**src/rtl/multicycle_pkg.sv**
```systemverilog
// Shared encodings for the multicycle CPU control unit: states, opcodes,
// ALU functions, mux selects, and the bundle of decoded control lines.
package multicycle_pkg;

  localparam int unsigned OpW = 6;
  localparam int unsigned StW = 3;

  localparam logic [StW-1:0] StIf    = 3'b000;
  localparam logic [StW-1:0] StId    = 3'b001;
  localparam logic [StW-1:0] StExeLs = 3'b010;
  localparam logic [StW-1:0] StMem   = 3'b011;
  localparam logic [StW-1:0] StWbLd  = 3'b100;
  localparam logic [StW-1:0] StExeBr = 3'b101;
  localparam logic [StW-1:0] StExeAl = 3'b110;
  localparam logic [StW-1:0] StWbAl  = 3'b111;

  localparam logic [OpW-1:0] OpAdd   = 6'b000000;
  localparam logic [OpW-1:0] OpSub   = 6'b000001;
  localparam logic [OpW-1:0] OpAddi  = 6'b000010;
  localparam logic [OpW-1:0] OpOr    = 6'b010000;
  localparam logic [OpW-1:0] OpAnd   = 6'b010001;
  localparam logic [OpW-1:0] OpOri   = 6'b010010;
  localparam logic [OpW-1:0] OpSll   = 6'b011000;
  localparam logic [OpW-1:0] OpSlt   = 6'b100110;
  localparam logic [OpW-1:0] OpSltiu = 6'b100111;
  localparam logic [OpW-1:0] OpSw    = 6'b110000;
  localparam logic [OpW-1:0] OpLw    = 6'b110001;
  localparam logic [OpW-1:0] OpBeq   = 6'b110100;
  localparam logic [OpW-1:0] OpBne   = 6'b110101;
  localparam logic [OpW-1:0] OpBltz  = 6'b110110;
  localparam logic [OpW-1:0] OpJ     = 6'b111000;
  localparam logic [OpW-1:0] OpJr    = 6'b111001;
  localparam logic [OpW-1:0] OpJal   = 6'b111010;
  localparam logic [OpW-1:0] OpHalt  = 6'b111111;

  localparam logic [2:0] AluAdd = 3'b000;
  localparam logic [2:0] AluSub = 3'b001;
  localparam logic [2:0] AluSll = 3'b010;
  localparam logic [2:0] AluOr  = 3'b011;
  localparam logic [2:0] AluAnd = 3'b100;
  localparam logic [2:0] AluLtu = 3'b101;
  localparam logic [2:0] AluLt  = 3'b110;

  localparam logic [1:0] RegDst31 = 2'b00;
  localparam logic [1:0] RegDstRt = 2'b01;
  localparam logic [1:0] RegDstRd = 2'b10;

  localparam logic [1:0] PcSrcNext   = 2'b00;
  localparam logic [1:0] PcSrcBranch = 2'b01;
  localparam logic [1:0] PcSrcReg    = 2'b10;
  localparam logic [1:0] PcSrcJump   = 2'b11;

  typedef enum logic [2:0] {
    ClsAlu,
    ClsLs,
    ClsBr,
    ClsJmp,
    ClsHalt,
    ClsNop
  } op_class_e;

  typedef struct packed {
    logic       pc_wre;
    logic       ir_wre;
    logic       reg_wre;
    logic [1:0] reg_dst;
    logic       wr_reg_d_src;
    logic       alu_src_a;
    logic       alu_src_b;
    logic       ext_sel;
    logic [2:0] alu_op;
    logic       db_data_src;
    logic       m_rd;
    logic       m_wr;
    logic [1:0] pc_src;
  } ctrl_t;

  // Unknown opcodes fall into ClsNop and retire from ID like a jump to PC+4.
  function automatic op_class_e op_class(input logic [OpW-1:0] op);
    op_class_e cls;
    case (op)
      OpAdd, OpSub, OpAddi, OpOr, OpAnd, OpOri, OpSll, OpSlt, OpSltiu: cls = ClsAlu;
      OpSw, OpLw:                                                   cls = ClsLs;
      OpBeq, OpBne, OpBltz:                                         cls = ClsBr;
      OpJ, OpJr, OpJal:                                             cls = ClsJmp;
      OpHalt:                                                       cls = ClsHalt;
      default:                                                      cls = ClsNop;
    endcase
    return cls;
  endfunction

  function automatic logic is_rtype(input logic [OpW-1:0] op);
    return (op == OpAdd) || (op == OpSub) || (op == OpOr) || (op == OpAnd) ||
           (op == OpSll) || (op == OpSlt);
  endfunction

endpackage

```
**src/rtl/control_decode.sv**
```systemverilog
// Combinational decode of state, opcode and ALU flags into every datapath
// enable and mux select of the multicycle CPU.
module control_decode
  import multicycle_pkg::*;
(
  input  logic [StW-1:0] state,
  input  logic [OpW-1:0] opcode,
  input  logic           zero,
  input  logic           sign,
  output ctrl_t          ctrl
);

  op_class_e cls;
  logic      br_taken;

  assign cls = op_class(opcode);
  assign br_taken = ((opcode == OpBeq) && zero) || ((opcode == OpBne) && !zero) ||
                    ((opcode == OpBltz) && sign);

  always_comb begin
    ctrl = '0;

    // The opcode is stale during IF, so opcode-derived selects stay low there.
    if (state != StIf) begin
      ctrl.ext_sel      = (opcode != OpOri);
      ctrl.wr_reg_d_src = (opcode != OpJal);
      ctrl.db_data_src  = (opcode == OpLw);
      case (opcode)
        OpSub, OpBeq, OpBne, OpBltz: ctrl.alu_op = AluSub;
        OpSll: begin
          ctrl.alu_op    = AluSll;
          ctrl.alu_src_a = 1'b1;
        end
        OpOr, OpOri:                 ctrl.alu_op = AluOr;
        OpAnd:                       ctrl.alu_op = AluAnd;
        OpSltiu:                     ctrl.alu_op = AluLtu;
        OpSlt:                       ctrl.alu_op = AluLt;
        default:                     ctrl.alu_op = AluAdd;
      endcase
      ctrl.alu_src_b = (opcode == OpAddi) || (opcode == OpOri) || (opcode == OpSltiu) ||
                       (opcode == OpLw) || (opcode == OpSw);
    end

    case (state)
      StIf: ctrl.ir_wre = 1'b1;
      StId: begin
        if ((cls == ClsJmp) || (cls == ClsNop)) begin
          ctrl.pc_wre = 1'b1;
        end
        if ((opcode == OpJ) || (opcode == OpJal)) begin
          ctrl.pc_src = PcSrcJump;
        end else if (opcode == OpJr) begin
          ctrl.pc_src = PcSrcReg;
        end
        if (opcode == OpJal) begin
          ctrl.reg_wre = 1'b1;
          ctrl.reg_dst = RegDst31;
        end
      end
      StExeBr: begin
        ctrl.pc_wre = 1'b1;
        ctrl.pc_src = br_taken ? PcSrcBranch : PcSrcNext;
      end
      StMem: begin
        ctrl.m_rd   = (opcode == OpLw);
        ctrl.m_wr   = (opcode == OpSw);
        ctrl.pc_wre = (opcode == OpSw);
      end
      StWbLd: begin
        ctrl.pc_wre  = 1'b1;
        ctrl.reg_wre = 1'b1;
        ctrl.reg_dst = RegDstRt;
      end
      StWbAl: begin
        ctrl.pc_wre  = 1'b1;
        ctrl.reg_wre = 1'b1;
        ctrl.reg_dst = is_rtype(opcode) ? RegDstRd : RegDstRt;
      end
      default: ;
    endcase
  end

endmodule

```
**src/rtl/multicycle_control.sv**
```systemverilog
// Moore control unit for the multicycle CPU: state register, next-state logic
// and the optional retired-instruction counter (enabled by INST_COUNT_EN).
module multicycle_control
  import multicycle_pkg::*;
#(
  parameter int unsigned OPW = 6,
  parameter int unsigned STW = 3
) (
  input  logic           CLK,
  input  logic           CLR,
  input  logic [OPW-1:0] opcode,
  input  logic           zero,
  input  logic           sign,
  output logic [STW-1:0] state,
  output logic           PCWre,
  output logic           IRWre,
  output logic           RegWre,
  output logic [1:0]     RegDst,
  output logic           WrRegDSrc,
  output logic           ALUSrcA,
  output logic           ALUSrcB,
  output logic           ExtSel,
  output logic [2:0]     ALUOp,
  output logic           DBDataSrc,
  output logic           mRD,
  output logic           mWR,
  output logic [1:0]     PCSrc,
  output logic [31:0]    inst_count
);

  logic [STW-1:0] state_q, state_d;
  op_class_e      cls;
  ctrl_t          dec, ctrl;

  assign cls = op_class(opcode);

  always_comb begin
    state_d = StIf;
    case (state_q)
      StIf: state_d = StId;
      StId: begin
        case (cls)
          ClsAlu:  state_d = StExeAl;
          ClsLs:   state_d = StExeLs;
          ClsBr:   state_d = StExeBr;
          default: state_d = StIf;
        endcase
      end
      StExeLs: state_d = StMem;
      StMem:   state_d = (opcode == OpLw) ? StWbLd : StIf;
      StExeAl: state_d = StWbAl;
      default: state_d = StIf;
    endcase
  end

  always_ff @(posedge CLK or negedge CLR) begin
    if (!CLR) begin
      state_q <= StIf;
    end else begin
      state_q <= state_d;
    end
  end

  control_decode u_decode (
    .state  (state_q),
    .opcode (opcode),
    .zero   (zero),
    .sign   (sign),
    .ctrl   (dec)
  );

  // Gate combinationally so enables drop the instant CLR falls.
  always_comb begin
    ctrl = dec;
    if (!CLR) begin
      ctrl = '0;
    end
  end

  assign state     = state_q;
  assign PCWre     = ctrl.pc_wre;
  assign IRWre     = ctrl.ir_wre;
  assign RegWre    = ctrl.reg_wre;
  assign RegDst    = ctrl.reg_dst;
  assign WrRegDSrc = ctrl.wr_reg_d_src;
  assign ALUSrcA   = ctrl.alu_src_a;
  assign ALUSrcB   = ctrl.alu_src_b;
  assign ExtSel    = ctrl.ext_sel;
  assign ALUOp     = ctrl.alu_op;
  assign DBDataSrc = ctrl.db_data_src;
  assign mRD       = ctrl.m_rd;
  assign mWR       = ctrl.m_wr;
  assign PCSrc     = ctrl.pc_src;

`ifdef INST_COUNT_EN
  logic [31:0] cnt_q;

  always_ff @(posedge CLK or negedge CLR) begin
    if (!CLR) begin
      cnt_q <= '0;
    end else if (ctrl.pc_wre) begin
      cnt_q <= cnt_q + 32'd1;
    end
  end

  assign inst_count = cnt_q;
`else
  assign inst_count = '0;
`endif

endmodule

```
**config.mk**
```make
export PLATFORM = sky130hd
export DESIGN_NAME = multicycle_control
export DESIGN_NICKNAME = d
export VERILOG_FILES = /design/src/rtl/multicycle_pkg.sv /design/src/rtl/control_decode.sv /design/src/rtl/multicycle_control.sv
export SDC_FILE = /design/constraint.sdc
export NUM_CORES = 1
export LEC_CHECK = 0
export BUFFER_PORTS_ARGS = -buffer_cell sky130_fd_sc_hd__buf_4
export CORE_UTILIZATION = 45
export CTS_CLUSTER_DIAMETER = 40
export CTS_CLUSTER_SIZE = 28
export DETAILED_ROUTE_END_ITERATION = 8
export PLACE_DENSITY = 0.8
export SLEW_MARGIN = 10
export SYNTH_ARGS = -nofsm -noshare
export SYNTH_HDL_FRONTEND = slang
export SYNTH_HIERARCHICAL = 1
export SYNTH_SLANG_ARGS = --single-unit
```
**constraint.sdc**
```tcl
create_clock -name CLK -period 2 [get_ports CLK]
set_input_delay 0.2 -clock CLK [delete_from_list [all_inputs] [get_ports CLK]]
set_output_delay 0.2 -clock CLK [all_outputs]
set_load 0.03 [all_outputs]
```
# After elaboration in Yosys (flattened, before gate mapping)
# Memories as Yosys holds them, arrays and structs flattened.
# Cells that the tools add are included.
[classes]
n_reduce_logical = 24
mul = 0
n_eq_ne = 29
addsub = 0
muxes = 18
magnitude_cmp = 0
bitwise_logic = 0
n_shift = 0
n_div = 0
[ops]
columns = ["operator", "count"]
rows = [
  ["== test 6 bit (second input constant)", 10],
  ["== test 6 x 5 -> 1 bit (second input constant)", 4],
  ["one-hot mux 3 bit (3 select lines)", 2],
  ["one-hot mux 3 bit (6 select lines)", 1],
  ["2-to-1 mux 17 bit", 1],
  ["== test 3 bit (second input constant)", 5],
  ["one-hot mux 3 bit (5 select lines)", 1],
  ["logical OR 1 bit", 13],
  ["== test 3 x 2 -> 1 bit (second input constant)", 4],
  ["2-to-1 mux 2 bit", 4],
  ["2-to-1 mux 8 bit", 1],
  ["== test 3 x 1 -> 1 bit (second input constant)", 2],
  ["== test 6 x 1 -> 1 bit (second input constant)", 1],
  ["== test 6 x 2 -> 1 bit (second input constant)", 1],
  ["zero test 3 bit", 2],
  ["zero test 6 bit", 1],
  ["2-to-1 mux 3 bit", 2],
  ["inequality test 6 x 5 -> 1 bit (second input constant)", 1],
  ["inequality test 6 bit (second input constant)", 1],
  ["2-to-1 mux 1 bit", 4],
  ["one-hot mux 2 bit (2 select lines)", 1],
  ["OR reduction 4 bit", 1],
  ["logical AND 1 bit", 3],
  ["one-hot mux 1 bit (3 select lines)", 1],
  ["4 further kinds", 4],
]
[word_totals]
mem_bits_rw = 0
rom_bits = 384
out_inout_bits = 52
latchBits = 0
wordCells = 74
mem_count = 2
register_bits = 3
[memory_table]
columns = ["memory", "depth", "width", "rd", "rd_ports_with_merged_regs", "write_ports", "line", "text"]
rows = [
  ["(no name shown)", 64, 3, 1, 0, 0, "multicycle_pkg.sv:81", "case (op)"],
  ["(no name shown)", 64, 3, 1, 0, 0, "multicycle_pkg.sv:81", ""],
]

# Logic depth before layout (Yosys ltp)
# Gate-level depths: netlist (run 1).
[logic_depth]
depth_word = 9
mapped_depth = 6
depth_no_buf = 5

# Cells and area by module
# The synthesis (run 1) kept the hierarchy.
[by_module_without_submodules]
columns = ["module", "area_per_inst_um2", "seq_area_each_um2", "cells_each", "n_inst"]
rows = [
  ["multicycle_control", 631.9, 75.1, 85, 1],
  ["control_decode", 520.5, 0.0, 81, 1],
]

# Least setup slack after synthesis (run 1)
# No wires, ideal clock.
[synth_timing]
path_type = "register -> register"
from = "register state_q[0], in the netlist state[0]"
to = "register state_q[0], in the netlist state[0]"
path_slack_ns = 0.210
n_path_buf = 0
setup_ns = 0.078
stages_incl_launch_ff = 5
arrival_time_ns = 1.712
path_cell_list = "dfrtp_1 > or3b_1 > or3_1 > o22a_1 > a21oi_1"
[synth_via]
elab_chain_len = 2
elab_cells_between_ends = 6
cone_classes = "eq/ne (4); mux (1); reduce/logical (1)"
[synth_rtl]
columns = ["element", "line", "text"]
rows = [
  ["start, declared", "multicycle_control.sv:31", "logic [STW-1:0] state_q, state_d;"],
  ["start signal, assigned", "multicycle_control.sv:58", "state_q <= StIf;"],
  ["start signal, assigned", "multicycle_control.sv:60", "state_q <= state_d;"],
  ["== test 3 bit, or another cell as far along", "multicycle_control.sv:39", "case (state_q)"],
  ["one-hot mux 3 bit (5 select lines) *", "multicycle_control.sv:39", ""],
  ["net state_d[0]", "multicycle_control.sv:31", ""],
]
# The timed path passes the listed nets; every way through them passes the cells marked *.

==> impl_metrics.env, run 1 <==
export IMPL_n_antenna_cell=0
export IMPL_fp_dieW_microns=52.6
export IMPL_grt_ovfl_total=0
export IMPL_ant_nets=0
export IMPL_clk_latency_ps=240
export IMPL_synth_xor_area_frac=0.00760
export IMPL_synth_top_family_by_area="simple AND/OR/NAND/NOR gates"
export IMPL_die_h_microns=52.6
export IMPL_portBuffers=29
export IMPL_grt_max_degree=24
export IMPL_grt_pass1_vias=818
export IMPL_seq_area_frac_synth=0.0651
export IMPL_grt_pass1_wl_microns=3750
export IMPL_die_area_sq_um=2770
export IMPL_synth_seq_cells=3
export IMPL_switching_power_uw=485
export IMPL_crit_type="reg -> out"
export IMPL_critPathMaxStageDelay_ps=480
export IMPL_p_clk_frac=0.122
export IMPL_intPower_uw=403
export IMPL_htreeDepth=1
export IMPL_syn_area_sq_um=1150
export IMPL_maxSlewViolCount=0
export IMPL_hp_class="in -> async"
export IMPL_power_density_nw_per_um2=694
export IMPL_initial_core_util=0.497
export IMPL_timing_hold_ws_ps=339
export IMPL_avgSynthCellArea_sq_um=6.94
export IMPL_nNetsFinal=203
export IMPL_yosys_area_top_type="buf_4"
export IMPL_area_delta_synth_final_pct=11.1
export IMPL_pin_count=62
export IMPL_fin_worst_skew_ps=4.65
export IMPL_dr_pass1_iters=4
export IMPL_clk_pin_slew_ps=40
export IMPL_pwr_share_seq=0.154
export IMPL_pre_cts_ws_ps=301
export IMPL_drive_above_1_share=0.255
export IMPL_yosys_mux_area_fraction=0.0195
export IMPL_synth_area_top_cells="buf_4 21%, and2_1 9.8%, dfrtp_1 6.5%"
export IMPL_yosysTopAreaCellShare=0.215
export IMPL_dpl_hpwl_microns=1760
export IMPL_root_buffer="clkbuf_4"
export IMPL_end_kind="output pin"
export IMPL_post_cts_buffers=0
export IMPL_placed_cells=215
export IMPL_routed_wl_microns=2440
export IMPL_largest_register_ff_count=3
export IMPL_synthAdderAreaFrac=0
export IMPL_grt_usage=0.178
export IMPL_drt_iter0_markers=26
export IMPL_cts_buffers=3
export IMPL_worst_slack_ps=124
export IMPL_cp_start_kind="flip-flop"
export IMPL_peakVddDrop_mv=0.775
export IMPL_crit_path_cell_trace="and2b_1 > nand3b_1 > o32ai_2 > and2_1 > buf_4"
export IMPL_synthSimpleGateAreaFrac=0.393
export IMPL_tns_ps=0
export IMPL_fmax_mhz=533
export IMPL_outcome="completed"
export IMPL_power_switching_share=0.546
export IMPL_viasPerCell=5.05
export IMPL_numClockSinks=3
export IMPL_async_flop_share=1.00
export IMPL_period_share=0.938
export IMPL_critPathMaxFanout=12
export IMPL_syn_inst=166
export IMPL_synth_compound_area_share=0.233
export IMPL_post_route_min_period_ps=1880
export IMPL_combPwrFrac=0.724
export IMPL_rows=17
export IMPL_rsz0062_at_grt="false"
export IMPL_fin_cells=220
export IMPL_critical_path_slowest_cell="dfrtp_2"
export IMPL_gp_congestion=0.884
export IMPL_critPathRequiredTime_ps=1800
export IMPL_place_area_sq_um=1240
export IMPL_leakage_uw=0.000602
export IMPL_cp_arrival_ps=1680
export IMPL_drc=0
export IMPL_synthDistinctLibCells=54
export IMPL_clockBufferDepth=2
export IMPL_finalSetupViolCount=0
export IMPL_fin_area_sq_um=1280
export IMPL_route_detailed_wl_per_inst_microns=11.1
export IMPL_synth_edf_count=0
export IMPL_via_count=1111
export IMPL_ys_flop_type="dfrtp_1"
export IMPL_cts_tree="done"
export IMPL_ys_warn_count=6
export IMPL_grt_antenna_before_repair=0
export IMPL_core_sq_um=2320
export IMPL_hold_viol=0
export IMPL_drv_cap=0
-- power groups by stage --
stage / Combinational (uW) / Clock [uW] / Sequential, uW
2_1_floorplan: 475 / 0 / 158
3_3_place_gp: 636 / 0 / 136
3_5_place_dp: 641 / 0 / 136
4_1_cts: 644 / 111 / 136
5_1_grt: 692 / 115 / 144
6_report: 643 / 108 / 137
-- per-stage QoR --
step | util | power [uW]
3_5_place_dp | 0.536 | 777
2_1_floorplan | - | 634
3_3_place_gp | 0.536 | 772
4_1_cts | 0.552 | 892
5_1_grt | 0.552 | 952
6_report | 0.552 | 889
-- cell families (layout without fill, tap and decap cells) --
kind of cell    Yosys count  count (layout)
simple gates             75              75
mux                       2               2
flops                     3               3
xor+xnor                  1               1
other cells               1              32
buf+inv                  47              42
compound gates           37              37
-- metal layers --
layer  track usage  part of all wire  vias up
met5             0                 0        -
met4        0.0526            0.0070        0
met3        0.0203             0.073        2
met2         0.274              0.46       57
met1         0.256              0.46      482
li1              -                 -      570
-- critical path: cells and delay by family (launching register included) --
| family | cells | cell delay, ps |
|---|---|---|
| AOI/OAI and AO/OA | 1 | 250 |
| buffers and inverters | 1 | 150 |
| DFF | 1 | 480 |
| and+or+nand+nor | 3 | 560 |
-- layout make-up --
cell class / count / area (sq um)
Inverter: 5 / 18.8
Timing Repair Buffer: 33 / 250
Tap cell: 28 / 35.0
Fill cell: 265 / 1040
Clock buffer: 4 / 26.3
Multi-Input combinational cell: 147 / 873
Sequential cell: 3 / 76.3
-- final timing paths --
kind	start	end	slack, ps	depth (start not counted)
worst max register to register	state[2]$_DFF_PN0_	state[2]$_DFF_PN0_	350	4
min in group CLK	opcode[5]	state[2]$_DFF_PN0_	440	3
worst max-delay path	state[2]$_DFF_PN0_	PCWre	120	5
max in group asynchronous	CLR	state[2]$_DFF_PN0_	1490	2
worst min register to register	state[2]$_DFF_PN0_	state[0]$_DFF_PN0_	710	2
worst min-delay path	CLR	state[0]$_DFF_PN0_	340	2
-- repair_timing --
action,4_1_cts,5_1_grt
hold buffers,1,0
setup endpoints to repair,0,1
hold endpoints to repair,3,0
gates resized for setup,0,1
-- cells in the final DEF (no fill, tap or decap), types with 3 or more instances in the layout --
cell / synthesis / routed
nand2_1: 6 / 6
nor2_1: 12 / 12
and3_1: 5 / 5
a21oi_1: 6 / 6
buf_4: 33 / 32
a31oi_1: 3 / 3
nand3_1: 7 / 7
clkbuf_4: 0 / 3
and2_1: 18 / 18
nand2b_1: 3 / 3
inv_1: 4 / 4
nor2b_2: 3 / 3
o21ai_0: 5 / 5
conb_1: 1 / 32
nor3_1: 4 / 4
o21ai_1: 3 / 3
-- cell usage after synthesis (all sizes together), types with 3 or more instances --
master / number
a31oi: 3
nand3: 8
clkbuf: 3
nor2: 12
o21ai: 8
and2: 18
buf: 39
a21oi: 8
inv: 5
nand2b: 3
a211oi: 3
and3: 5
dfrtp: 3
nor3: 5
nand2: 6
nor2b: 5
(Power assumes the default switching activity.)
==> run 2, diff against run 1 <==
==> constraint.sdc (replaced) <==
create_clock -name CLK -period 2 [get_ports CLK]
set_input_delay 0.4 -clock CLK [delete_from_list [all_inputs] [get_ports CLK]]
set_output_delay 0.4 -clock CLK [all_outputs]
set_load 0.03 [all_outputs]
==> run 2 against run 1 <==
Setup slack got worse by 100 ps; core utilization rose by 9.2 points; routed wire length rose by 15%; largest cell class unchanged; critical path depth rose by 2; critical endpoint is now RegDst[0]; design area rose by 17%; clock skew fell by 4.2 ps; non-clock buffer count rose by 15.
==> impl_metrics.env, run 2 (synthesized netlist as in run 1, its figures left out) <==
export IMPL_outcome="completed"
export IMPL_pin_count=62
export IMPL_drv_cap=0
export IMPL_dr_pass1_iters=4
export IMPL_grt_pass1_vias=988
export IMPL_pwr_share_seq=0.127
export IMPL_post_route_min_period_ps=1980
export IMPL_cts_tree="done"
export IMPL_critPathMaxFanout=3
export IMPL_p_clk_frac=0.102
export IMPL_area_delta_synth_final_pct=29.6
export IMPL_dpl_hpwl_microns=2080
export IMPL_final_common_cell="buf_4"
export IMPL_power_density_nw_per_um2=661
export IMPL_end_kind="output pin"
export IMPL_largest_register_ff_count=3
export IMPL_rsz0062_at_grt="true"
export IMPL_nNetsFinal=218
export IMPL_combPwrFrac=0.771
export IMPL_rows=17
export IMPL_drt_iter0_markers=50
export IMPL_cp_arrival_ps=1580
export IMPL_die_h_microns=52.6
export IMPL_grt_antenna_before_repair=0
export IMPL_cp_start_kind="primary input"
export IMPL_switching_power_uw=513
export IMPL_n_antenna_cell=0
export IMPL_intPower_uw=474
export IMPL_htreeDepth=1
export IMPL_via_count=1204
export IMPL_critPathMaxStageDelay_ps=420
export IMPL_critPathRequiredTime_ps=1600
export IMPL_fin_area_sq_um=1490
export IMPL_grt_usage=0.205
export IMPL_ant_nets=0
export IMPL_fp_dieW_microns=52.6
export IMPL_crit_path_cell_trace="buf_8 > or3_4 > a21oi_4 > a311oi_2 > o21a_1 > and2_4 > buf_6"
export IMPL_maxSlewViolCount=0
export IMPL_final_util=0.644
export IMPL_peakVddDrop_mv=0.677
export IMPL_clockBufferDepth=2
export IMPL_portBuffers=29
export IMPL_hold_viol=0
export IMPL_crit_type="in -> out"
export IMPL_fmax_mhz=506
export IMPL_viasPerCell=5.12
export IMPL_period_share=0.989
export IMPL_finalSetupViolCount=0
export IMPL_die_area_sq_um=2770
export IMPL_cts_buffers=3
export IMPL_drc=0
export IMPL_numClockSinks=3
export IMPL_clk_pin_slew_ps=30
export IMPL_place_area_sq_um=1370
export IMPL_core_sq_um=2320
export IMPL_initial_core_util=0.497
export IMPL_critical_path_slowest_cell="or3_4"
export IMPL_gp_congestion=0.897
export IMPL_leakage_uw=0.000700
export IMPL_drive_above_1_share=0.362
export IMPL_route_detailed_wl_per_inst_microns=12.0
export IMPL_grt_max_degree=21
export IMPL_fin_worst_skew_ps=0.412
export IMPL_clk_latency_ps=220
export IMPL_power_switching_share=0.520
export IMPL_grt_pass1_wl_microns=4330
export IMPL_final_cell_mix="38 x buf_4, 32 x conb_1, 16 x and2_1"
export IMPL_root_buffer="clkbuf_4"
export IMPL_tns_ps=0
export IMPL_grt_ovfl_total=0
export IMPL_hp_class="in -> async"
export IMPL_routed_wl_microns=2820
==> run 2: cell count changes in the layout (fill, tap and decap cells not counted), sizes merged <==
cell / before / now
buf: 32 / 48
dlygate4sd3: 1 / 0
==> run 2: layer usage <==
metal,global-route usage,part of all wire
met1,0.274,0.46
met2,0.344,0.50
met3,0.0203,0.048
met4,0.0526,0
met5,0,0
==> run 2: worst paths after layout <==
kind | from | end | slack, ps | cells past startpoint
min in group CLK | opcode[5] | state[2]$_DFF_PN0_ | 560 | 4
worst min-delay path | CLR | state[2]$_DFF_PN0_ | 8 | 1
worst min register to register | state[0]$_DFF_PN0_ | state[0]$_DFF_PN0_ | 700 | 2
worst max register to register | state[2]$_DFF_PN0_ | state[1]$_DFF_PN0_ | 260 | 5
worst max-delay path | opcode[5] | RegDst[0] | 20 | 7
max in group asynchronous | CLR | state[1]$_DFF_PN0_ | 1830 | 1
==> run 2: power groups by stage <==
stage	Clock, uW	Sequential [uW]	Combinational, uW
floorplan	0	158	475
global placement	0	119	708
detailed placement	0	121	714
CTS	103	122	728
global route	109	130	822
finish	100	125	762
==> run 2: final cells by class <==
| class | count | area (sq um) |
|---|---|---|
| clock buffer | 4 | 26.3 |
| fill | 231 | 825 |
| inverter | 5 | 18.8 |
| multi-input combinational | 147 | 913 |
| sequential | 3 | 77.6 |
| tap | 28 | 35.0 |
| timing repair buffer | 48 | 423 |
==> run 2: metrics by stage <==
stage          hold slack, ps  setup slack [ps]  std cells  total power (uW)
3_5_place_dp              242             -54.1        229               835
6_report                 8.11              22.9        235               987
3_3_place_gp              241             -27.3        229               827
4_1_cts                  3.86             -2.00        234               954
2_1_floorplan             104              26.7        197               634
5_1_grt                  9.84             -21.1        235              1060
==> run 2: worst max-delay path, delay by kind of cell <==
family | cells | cell delay, ps
buf+inv | 2 | 230
simple gates | 2 | 570
compound gates | 3 | 370
==> run 2: repair_timing <==
action	CTS	global route
endpoints found under the setup margin	3	9
pin swaps	6	10
hold buffers	0	0
buffers inserted	1	1
resized for setup	8	14
==> run 3, diff against run 2 <==
--- a/config.mk
+++ b/config.mk
@@ -6,11 +6,12 @@
 export NUM_CORES = 1
 export LEC_CHECK = 0
 export BUFFER_PORTS_ARGS = -buffer_cell sky130_fd_sc_hd__buf_4
-export CORE_UTILIZATION = 45
+export CORE_UTILIZATION = 47
+export CTS_BUF_LIST = sky130_fd_sc_hd__clkbuf_8
 export CTS_CLUSTER_DIAMETER = 40
 export CTS_CLUSTER_SIZE = 28
 export DETAILED_ROUTE_END_ITERATION = 8
-export PLACE_DENSITY = 0.8
+export PLACE_DENSITY = 0.83
 export SLEW_MARGIN = 10
 export SYNTH_ARGS = -nofsm -noshare
 export SYNTH_HDL_FRONTEND = slang
==> constraint.sdc (replaced) <==
create_clock -name CLK -period 2.1 [get_ports CLK]
set_input_delay 0.42 -clock CLK [delete_from_list [all_inputs] [get_ports CLK]]
set_output_delay 0.42 -clock CLK [all_outputs]
set_load 0.03 [all_outputs]
==> run 3 against run 2 <==
Sequential power grew 3%; global-route usage is 0.69 points higher; worst hold slack improved by 17 ps; critical path type unchanged; highest routed layer is now met4.
==> impl_metrics.env, run 3 (synthesized netlist as in run 1, its figures left out) <==
export IMPL_htreeDepth=1
export IMPL_largest_register_ff_count=3
export IMPL_drive_above_1_share=0.310
export IMPL_viasPerCell=5.22
export IMPL_post_route_min_period_ps=2060
export IMPL_maxSlewViolCount=0
export IMPL_reg2reg_from="state[0]$_DFF_PN0_"
export IMPL_outcome="completed"
export IMPL_route_detailed_wl_per_inst_microns=11.8
export IMPL_gp_congestion=0.873
export IMPL_die_area_sq_um=2650
export IMPL_cts_tree="done"
export IMPL_r2r_setup_slack_ps=290
export IMPL_switching_power_uw=487
export IMPL_grt_max_degree=24
export IMPL_drc=0
export IMPL_final_common_cell="buf_4"
export IMPL_power_switching_share=0.513
export IMPL_worst_slack_ps=35.4
export IMPL_fillers=224
export IMPL_hp_class="in -> async"
export IMPL_grt_usage=0.212
export IMPL_pin_count=62
export IMPL_numClockSinks=3
export IMPL_grt_antenna_before_repair=0
export IMPL_die_h_microns=51.5
export IMPL_initial_core_util=0.511
export IMPL_fin_worst_skew_ps=8.30
export IMPL_pre_cts_ws_ps=15.4
export IMPL_fin_cells=228
export IMPL_portBuffers=29
export IMPL_grt_pass1_wl_microns=4270
export IMPL_hold_viol=0
export IMPL_peakVddDrop_mv=0.708
export IMPL_crit_type="in -> out"
export IMPL_drv_cap=0
export IMPL_drt_iter0_markers=24
export IMPL_timing_hold_ws_ps=25.3
export IMPL_core_sq_um=2250
export IMPL_period_share=0.983
export IMPL_critPathMaxStageDelay_ps=400
export IMPL_power_density_nw_per_um2=681
export IMPL_via_count=1191
export IMPL_n_antenna_cell=0
export IMPL_clockBufferDepth=2
export IMPL_fp_dieW_microns=51.5
export IMPL_placed_cells=224
export IMPL_root_buffer="clkbuf_8"
export IMPL_finalSetupViolCount=0
export IMPL_cts_hold_buf=0
export IMPL_final_util=0.618
export IMPL_dpl_hpwl_microns=1940
export IMPL_r2r_end="state[1]$_DFF_PN0_"
export IMPL_clk_latency_ps=230
export IMPL_crit_path_cell_trace="buf_4 > or3_4 > o22ai_2 > and3_4 > o32ai_2 > and2_1 > buf_6"
export IMPL_critPathMaxFanout=7
export IMPL_cp_start_kind="primary input"
export IMPL_reg2reg_depth=5
export IMPL_cp_arrival_ps=1640
export IMPL_final_cell_mix="37 x buf_4, 32 x conb_1, 17 x and2_1"
export IMPL_p_clk_frac=0.180
export IMPL_grt_ovfl_total=0
export IMPL_pwr_share_seq=0.136
export IMPL_area_delta_synth_final_pct=21.0
export IMPL_end_kind="output pin"
export IMPL_nNetsFinal=211
export IMPL_dr_pass1_iters=4
export IMPL_critical_path_slowest_cell="or3_4"
export IMPL_grt_pass1_vias=974
export IMPL_rows=17
export IMPL_leakage_uw=0.000660
export IMPL_cts_buffers=3
export IMPL_fmax_mhz=484
export IMPL_combPwrFrac=0.684
export IMPL_intPower_uw=462
export IMPL_routed_wl_microns=2680
export IMPL_critPathRequiredTime_ps=1680
export IMPL_ant_nets=0
export IMPL_clk_pin_slew_ps=40
[run 3: area by class of cell]
type                    instances  area (sq um)  share of cell area
clock buffers                   3          41.3              0.0296
clock inverters                 1          3.75             0.00269
inverters                       5          18.8              0.0135
multi-input cells             147           896               0.643
flip-flops and latches          3          76.3              0.0548
well taps                      28          35.0              0.0251
repair buffers                 41           323               0.232
[run 3: worst max path at each step]
stage	cells after the start	slack [ps]	startpoint	to
floorplan	5	110	state[1]$_DFF_PN0_	DBDataSrc
global placement	7	30	opcode[5]	PCWre
detailed placement	7	20	opcode[5]	PCWre
CTS	7	20	opcode[5]	PCWre
global route	7	-5	opcode[4]	RegWre
finish	7	40	opcode[5]	PCWre
[run 3: per-stage QoR]
stage | area (sq um) | setup TNS [ps] | total power (uW)
detailed placement | 1310 | 0 | 756
CTS | 1360 | 0 | 932
finish | 1390 | 0 | 949
floorplan | 1270 | 0 | 603
global route | 1390 | -4.74 | 1010
global placement | 1310 | 0 | 749
[run 3: timing repair]
action / in CTS / in global routing
setup buffers: 0 / 0
gates resized for setup: 0 / 10
setup endpoints to repair: 0 / 7
[run 3: per-layer routing]
metal | vias to the layer above | GRT usage | routed length (microns)
met4 | 0 | 0.0946 | 46
li1 | 591 | - | -
met2 | 46 | 0.372 | 1350
met5 | - | 0 | 0
met3 | 4 | 0.0205 | 125
met1 | 550 | 0.258 | 1160
[run 3: critical path: cells and delay by family]
family / cells / cell delay (ps)
buf+inv: 2 / 270
compound gates: 2 / 190
simple gates: 3 / 760
[run 3: power by group through the flow]
stage | clock [uW] | combinational, uW | sequential (uW)
floorplan | 0 | 453 | 151
global placement | 0 | 622 | 127
detailed placement | 0 | 631 | 125
CTS | 173 | 633 | 125
global route | 176 | 698 | 136
finish | 171 | 649 | 129
